### config.mk
export PLATFORM = sky130hd
export DESIGN_NAME = asic_msg_schedule_flat
export DESIGN_NICKNAME = d
export VERILOG_FILES = /design/src/rtl/asic_msg_schedule_if.sv /design/src/rtl/asic_msg_schedule.sv /design/src/flat_wrapper.sv
export SDC_FILE = /design/constraint.sdc
export NUM_CORES = 2
export LEC_CHECK = 0
export BUFFER_PORTS_ARGS = -buffer_cell sky130_fd_sc_hd__buf_2
export CORE_MARGIN = 2
export CORE_UTILIZATION = 55
export DETAILED_ROUTE_END_ITERATION = 8
export PLACE_DENSITY = 0.74
export SYNTH_ARGS = -nofsm -noshare
export SYNTH_HDL_FRONTEND = slang
export SYNTH_SLANG_ARGS = --single-unit
### constraint.sdc
create_clock -name clk -period 17.6 [get_ports clk]
set_input_delay 0 -clock clk [delete_from_list [all_inputs] [get_ports clk]]
set_output_delay 0 -clock clk [all_outputs]
set_load 0.01 [all_outputs]
### src/rtl/asic_msg_schedule_if.sv
// Handshake bundle between the block buffer, the message schedule and the round core.
// master is the producer/consumer side, slave is the schedule generator.
interface asic_msg_schedule_if;
    logic [31:0] in_word;
    logic        in_valid;
    logic        out_ready;
    logic [31:0] out_Wi;
    logic [5:0]  out_round_n;
    logic        out_valid;
    logic        in_next;
    logic        out_done;

    modport master (
        output in_word, in_valid, in_next,
        input  out_ready, out_Wi, out_round_n, out_valid, out_done
    );

    modport slave (
        input  in_word, in_valid, in_next,
        output out_ready, out_Wi, out_round_n, out_valid, out_done
    );
endinterface

### src/rtl/asic_msg_schedule.sv
// SHA-256 message schedule: loads sixteen words, then streams W[0]..W[63]
// one per consumer handshake using a 16-word sliding window.
module asic_msg_schedule (
    input  logic                  clk,
    input  logic                  rst,
    asic_msg_schedule_if.slave    bus
);

    typedef enum logic {StLoad, StRun} state_e;

    state_e      state_q;
    logic [3:0]  lcnt_q;
    logic [5:0]  rcnt_q;
    logic        done_q;
    logic [31:0] w_q [16];
    logic [31:0] w_new;

    function automatic logic [31:0] sigma0(input logic [31:0] x);
        return {x[6:0], x[31:7]} ^ {x[17:0], x[31:18]} ^ (x >> 3);
    endfunction

    function automatic logic [31:0] sigma1(input logic [31:0] x);
        return {x[16:0], x[31:17]} ^ {x[18:0], x[31:19]} ^ (x >> 10);
    endfunction

    // Next word past the window, W[rcnt+16]; also computed past round 48 where it is unused.
    assign w_new = sigma1(w_q[14]) + w_q[9] + sigma0(w_q[1]) + w_q[0];

    always_ff @(posedge clk or posedge rst) begin
        if (rst) begin
            state_q <= StLoad;
            lcnt_q  <= 4'd0;
            rcnt_q  <= 6'd0;
            done_q  <= 1'b0;
            for (int j = 0; j < 16; j++) begin
                w_q[j] <= 32'd0;
            end
        end else begin
            done_q <= 1'b0;
            case (state_q)
                StLoad: begin
                    if (bus.in_valid) begin
                        w_q[lcnt_q] <= bus.in_word;
                        lcnt_q      <= lcnt_q + 4'd1;
                        if (lcnt_q == 4'd15) begin
                            state_q <= StRun;
                            rcnt_q  <= 6'd0;
                        end
                    end
                end
                StRun: begin
                    if (bus.in_next) begin
                        for (int j = 0; j < 15; j++) begin
                            w_q[j] <= w_q[j+1];
                        end
                        w_q[15] <= w_new;
                        rcnt_q  <= rcnt_q + 6'd1;
                        if (rcnt_q == 6'd63) begin
                            state_q <= StLoad;
                            done_q  <= 1'b1;
                        end
                    end
                end
                default: state_q <= StLoad;
            endcase
        end
    end

    assign bus.out_ready   = (state_q == StLoad);
    assign bus.out_valid   = (state_q == StRun);
    assign bus.out_Wi      = w_q[0];
    assign bus.out_round_n = rcnt_q;
    assign bus.out_done    = done_q;

endmodule
### src/flat_wrapper.sv
// flat-port wrapper written by rule: the top's interface ports become plain ports
module asic_msg_schedule_flat 
  (clk, rst, bus_in_word, bus_in_valid, bus_in_next, bus_out_ready, bus_out_Wi, bus_out_round_n, bus_out_valid, bus_out_done);
  asic_msg_schedule_if bus_i ();
  input  logic clk;
  input  logic rst;
  input wire logic [$bits(bus_i.in_word)-1:0] bus_in_word;
  input wire logic [$bits(bus_i.in_valid)-1:0] bus_in_valid;
  input wire logic [$bits(bus_i.in_next)-1:0] bus_in_next;
  output wire logic [$bits(bus_i.out_ready)-1:0] bus_out_ready;
  output wire logic [$bits(bus_i.out_Wi)-1:0] bus_out_Wi;
  output wire logic [$bits(bus_i.out_round_n)-1:0] bus_out_round_n;
  output wire logic [$bits(bus_i.out_valid)-1:0] bus_out_valid;
  output wire logic [$bits(bus_i.out_done)-1:0] bus_out_done;
  assign bus_i.in_word = bus_in_word;
  assign bus_i.in_valid = bus_in_valid;
  assign bus_i.in_next = bus_in_next;
  assign bus_out_ready = bus_i.out_ready;
  assign bus_out_Wi = bus_i.out_Wi;
  assign bus_out_round_n = bus_i.out_round_n;
  assign bus_out_valid = bus_i.out_valid;
  assign bus_out_done = bus_i.out_done;
  asic_msg_schedule u_core (.clk(clk), .rst(rst), .bus(bus_i));
endmodule
=== Yosys cells after proc, flatten, opt, wreduce, memory -nomap -nowiden ===
Index checks and enable logic that the tools add are counted.

* Add/subtract/negate cells: 5
* Magnitude comparators: 2
* Equality and inequality tests: 5
* Muxes and demuxes: 18
* Bitwise logic cells: 6
* Reductions and logical operators: 4

{| class="wikitable"
|+ Operators with widths
! cell !! number
|-
| $mux W512 || 2
|-
| $pmux W512 S2 || 1
|-
| $bwmux W512 || 1
|-
| $demux W32 S4 || 1
|-
| $add A32 B32 Y32 || 3
|-
| $xor A32 B32 Y32 || 2
|-
| $mux W32 || 1
|-
| $xor A32 B22 Y32 || 1
|-
| $xor A32 B29 Y32 || 1
|-
| $mux W6 || 3
|-
| $pmux W6 S2 || 1
|-
| $mux W1 || 7
|-
| $add A6 B1 Y6 const B || 1
|-
| $eq A6 B6 Y1 const B || 1
|-
| $ge A5 B5 Y1 const B || 1
|-
| $lt A5 B1 Y1 const B || 1
|-
| $not A4 Y5 || 1
|-
| $add A4 B1 Y4 const B || 1
|-
| $eq A4 B4 Y1 const B || 1
|-
| $ne A2 B2 Y1 const B || 2
|-
| $reduce_and A2 Y1 || 2
|-
| $reduce_and A3 Y1 || 1
|-
| $ne A2 B1 Y1 const B || 1
|-
| $pmux W1 S2 || 1
|-
| other kinds (2) || 2
|}

* Register bits: 524
* Output and inout port bits: 41
* Logic and storage cells: 60

=== Depth between registers and ports, before layout ===
* Word-level depth: 8
* Mapped depth: 18

=== Worst setup path after synthesis ===
No wires, ideal clock.

* Path type: reg2reg
* Start: reg u_core.w_q[456] in the netlist's numbering
* End: reg u_core.w_q[31] in the netlist's numbering
* Library setup time: 0.132 ns
* Arrival time: 4.193 ns
* Data required time: 17.468 ns
* Slack: 13.276 ns
* Stages on the path, launching flop included: 17
* Path through: dfrtp_1 -> clkbuf_1 -> xnor2_1 -> xnor2_1 -> fa_1 -> fa_1 -> ha_1 -> fa_1 -> a21o_1 -> and4_4 -> o211ai_1 -> a21oi_2 -> o31a_1 -> o21a_4 -> o21ai_2 -> a31oi_1 -> or3b_1

* Word-level cells in the longest chain between the ends: 6

{| class="wikitable"
|+ Ends and longest elaborated chain
! item !! RTL line !! text
|-
| start, declared || asic_msg_schedule.sv:15 || <nowiki>logic [31:0] w_q [16];</nowiki>
|-
| start signal, assigned by index || asic_msg_schedule.sv:43 || <nowiki>w_q[lcnt_q] <= bus.in_word;</nowiki>
|-
| start signal, assigned by index || asic_msg_schedule.sv:54 || <nowiki>w_q[j] <= w_q[j+1];</nowiki>
|-
| $xor A32 B32 Y32 || asic_msg_schedule.sv:19 || <nowiki>return {x[6:0], x[31:7]} ^ {x[17:0], x[31:18]} ^ (x >> 3);</nowiki>
|-
| $xor A32 B29 Y32 (*) || asic_msg_schedule.sv:19 ||
|-
| $add A32 B32 Y32 (*) (2 in series) || asic_msg_schedule.sv:27 || <nowiki>assign w_new = sigma1(w_q[14]) + w_q[9] + sigma0(w_q[1]) + w_q[0];</nowiki>
|-
| $mux W512 (*) || asic_msg_schedule.sv:52 || <nowiki>if (bus.in_next) begin</nowiki>
|-
| $pmux W512 S2 (*) || asic_msg_schedule.sv:40 || <nowiki>case (state_q)</nowiki>
|}

Every way passes the cells marked *; elsewhere a longest branch is shown, timed or not. The select of a mux whose other input is x is not followed.
A chain may end at the register's enable or synchronous reset.

=== Worst setup path after layout ===
* Start: reg u_core.w_q[50] in the netlist's numbering
* End: reg u_core.w_q[30] in the netlist's numbering

* Word-level cells in the longest chain between the ends: 7

{| class="wikitable"
|+ Ends and longest elaborated chain
! item !! RTL line !! text
|-
| $xor A32 B32 Y32 || asic_msg_schedule.sv:23 || <nowiki>return {x[16:0], x[31:17]} ^ {x[18:0], x[31:19]} ^ (x >> 10);</nowiki>
|-
| $xor A32 B22 Y32 (*) || asic_msg_schedule.sv:23 ||
|-
| $add A32 B32 Y32 (*) (3 in series) || asic_msg_schedule.sv:27 ||
|-
| $mux W512 (*) || asic_msg_schedule.sv:52 ||
|-
| $pmux W512 S2 (*) || asic_msg_schedule.sv:40 ||
|}

Marks and branches as above.

==> results.md <==
- Commonest non-fill, non-tap cell in the layout: nor2_1
- Hpwl dp: around 61 mm
- Clock Skews: between 0.05 and 0.06 ns
- Post-synth EDFFs: 0
- Nets: between 3000 and 4000
- Crit-path cells: xnor2_1 > xnor2_1 > fa_1 > fa_1 > ha_1 > a21o_1 > a21oi_1 > o21ai_0 > a21oi_1 > o211a_1 > o21ai_1 > a2111oi_2 > xor2_1 > a22oi_1 > dlygate4sd3_1
- Yosys cell types: 55
- Worst-case clock buffer depth: 3
- GRT Util Overall: between 30% and 40%
- Post-synthesis compound-gate area fraction: 24.8%
- Max Cap Viol: 0
- Fillcell total: between 4000 and 5000
- Slew Viols, Final: 0
- Async S/R FF share, synth: between 90% and 100%
- Crit. End Element: flip-flop
- Top cells by area, synth: dfrtp_1, a22oi_1, a21oi_1
- Crit path DAT: approximately 5.8 ns
- # IOs: between 70 and 80
- GRT overflow: 0
- Largest net degree at the start of global routing: approximately 110
- # clock sinks: 524
- Non-filler cells, final: ~3600
- Most used DFF post-synth: dfrtp_1
- Actual slew at the worst max-slew pin: 1.30 ns
- Yosys top cell area share: between 40% and 50%
- Num CTS Buffers: 56
- Minimum clock period: ~5.3 ns
- Worst skew pair latency: between 0.6 and 0.7 ns
- Initial Util: a little under three fifths
- CTS tree: yes
- Die width: ~230 µm
- Count of input and output buffers: 76
- Routability cong.: ~0.97
- Post-CTS Repair Setup Buffers: 0
- RSZ-0062 raised after global routing: false
- Syn. warnings: 0
- Post-Synth XOR/XNOR Area: between 4 and 5%
- Number of global-route vias before repair: around 22000
- Flops & latches, synth: around 520
- Sequential area share after synthesis: around 47%
- Syn_area_per_cell: approximately 9.1 µm²
- Core Box Area: 50200 µm²
- Vias per cell: ~6.4
- Drt wl/cell: 25.4 µm
- Detailed Routing Iterations Pass 1: 6
- Final Hold Viols: 0
- Root buffer cell: clkbuf_16
- Worst-path maximum fanout: 5
- Simple-gate share of the synthesized area: a little over 10%
- Clock-pin slew on the worst setup and hold paths: 0.07 ns
- Status: complete, no violations
- # H-tree levels: 2
- Max incr delay on CP: ~0.58 ns
- DRT iter0 DRCs: 3119
- Largest family of logic cells by synthesized area: compound AO/OA/AOI/OAI gates
- CP required: 18.11 ns
- Fin Setup TNS: 0 ns
- Tcrit/Tclk final: 29.9%
- Die area: about 53000 µm²
- Critical path class: flip-flop to flip-flop
- Synthesized area: approximately 28000 µm²
- Mux cell area share after synthesis: 0%
- Initial antenna violation count: 0
- First-pass GRT wire length: 142 mm
- Most frequent cells in the layout: nor2_1, dfrtp_1, a21oi_1, a22oi_1, inv_1
- Cell total after placement: around 3500
- Finish-stage setup viols: 0
- Startpoint Class: flip-flop
- Dominant cell type by area after synthesis: dfrtp_1
- Fmax achieved: around 0.19 GHz
- Worst min path class: input port to async pin
- Layout area overhead: 9.05%
- Adder-cell share of the synthesized area: 6.06%
- Routed WL: about 93 mm
- Slowest CP cell: dlygate4sd3_1
- Drt drc: 0
- Vias: around 23000
- Fraction of layout cells with a size suffix above 1: approximately a tenth
- Post-DRT Antenna Nets: 0
- Die H: between 200 and 250 µm
- Worst rel slew slack: 13.2%
- Cells after Synth: a little over 3000
- Syn Nets: roughly 3200
- Num rows: 82
==> Yosys cell counts (all sizes together) (3+ instances only) <==
cell and instances:
clkbuf 297, a21oi 520, xor2 27, fa 62, and2 14, a22oi 488, and3 18, nand4 6
o21bai 5, nor2b 38, a21o 14, dfrtp 524, a31oi 5, a211oi 3, buf 62, o21ai 24
o21a 6, xnor2 125, nor2 534, nand3 6, ha 36, a221oi 15, nor3 6, o211ai 4
nand2 64, inv 135
==> metal layers <==
metal	track usage (%)	vias up	routed length, µm
li1	-	10300	-
met1	53.1	11700	41100
met2	52.5	1204	40900
met3	5.17	141	8050
met4	10.7	0	2530
met5	0	-	0
==> per-stage QoR <==
stage                     hold WS (ns)  setup WS, ns  utilization, %  cell area (µm²)
after floorplan                  0.168          2.96               -            27900
after global placement           0.198         12.80            56.3            28200
after detailed placement         0.207         12.78            56.3            28200
after CTS                       0.0172         12.42            60.7            30400
after global routing            0.0644         12.09            60.7            30400
final                          0.00228         12.34            60.7            30400
==> critical path, delay by kind of cell (launching register included) <==
kind / cells / cell delay (ns)
xor gates and xnor gates: 3 / 0.67
DFF: 1 / 0.48
buffers and inverters: 1 / 0.58
adders and majority gates: 3 / 1.24
AOI/OAI and AO/OA: 8 / 2.14
==> path summary, 6_finish.rpt <==
path                                 from                   to  slack [ns]  depth (start not counted)
hold reg to reg            u_core.w_q[23]       u_core.w_q[23]        0.51                          2
setup reg to reg           u_core.w_q[50]       u_core.w_q[30]       12.34                         15
max in group asynchronous             rst      u_core.w_q[281]       14.22                          6
hold / removal                        rst  u_core.bus.out_done       0.002                          3
min in group clk           bus_in_word[3]      u_core.w_q[195]        0.05                          5
setup / recovery           u_core.w_q[50]       u_core.w_q[30]       12.34                         15
==> kinds of logic after synthesis <==
family,Yosys count
fa+ha+maj,98
buf+inv,494
simple gates,697
xor+xnor,152
flops,524
compound gates,1097
==> what timing repair did <==
action,4_1_cts,5_1_grt
gates resized for setup,0,0
setup endpoints to repair,0,0
hold buffers,19,0
endpoints found under the hold margin,129,0
==> state kept, by name (all words and copies together), names as in the netlist <==
register,count
u_core.bus.out_Wi,32
u_core.bus.out_done,1
u_core.bus.out_round_n,6
u_core.bus.out_valid,1
u_core.lcnt_q,4
u_core.w_q,480
==> layout make-up <==
class	instances	area [µm²]	area share, %
antenna	1	2.50	0.00822
clock buffer	74	1590	5.22
clock inverter	32	417	1.37
inverter	135	514	1.69
multi-input combinational	2044	12900	42.3
sequential	524	13100	43.1
tap	672	841	2.76
timing repair buffer	165	1100	3.60
Power is not shown: default switching activity piles up to over one toggle a cycle in this logic, so the estimate is an artifact.
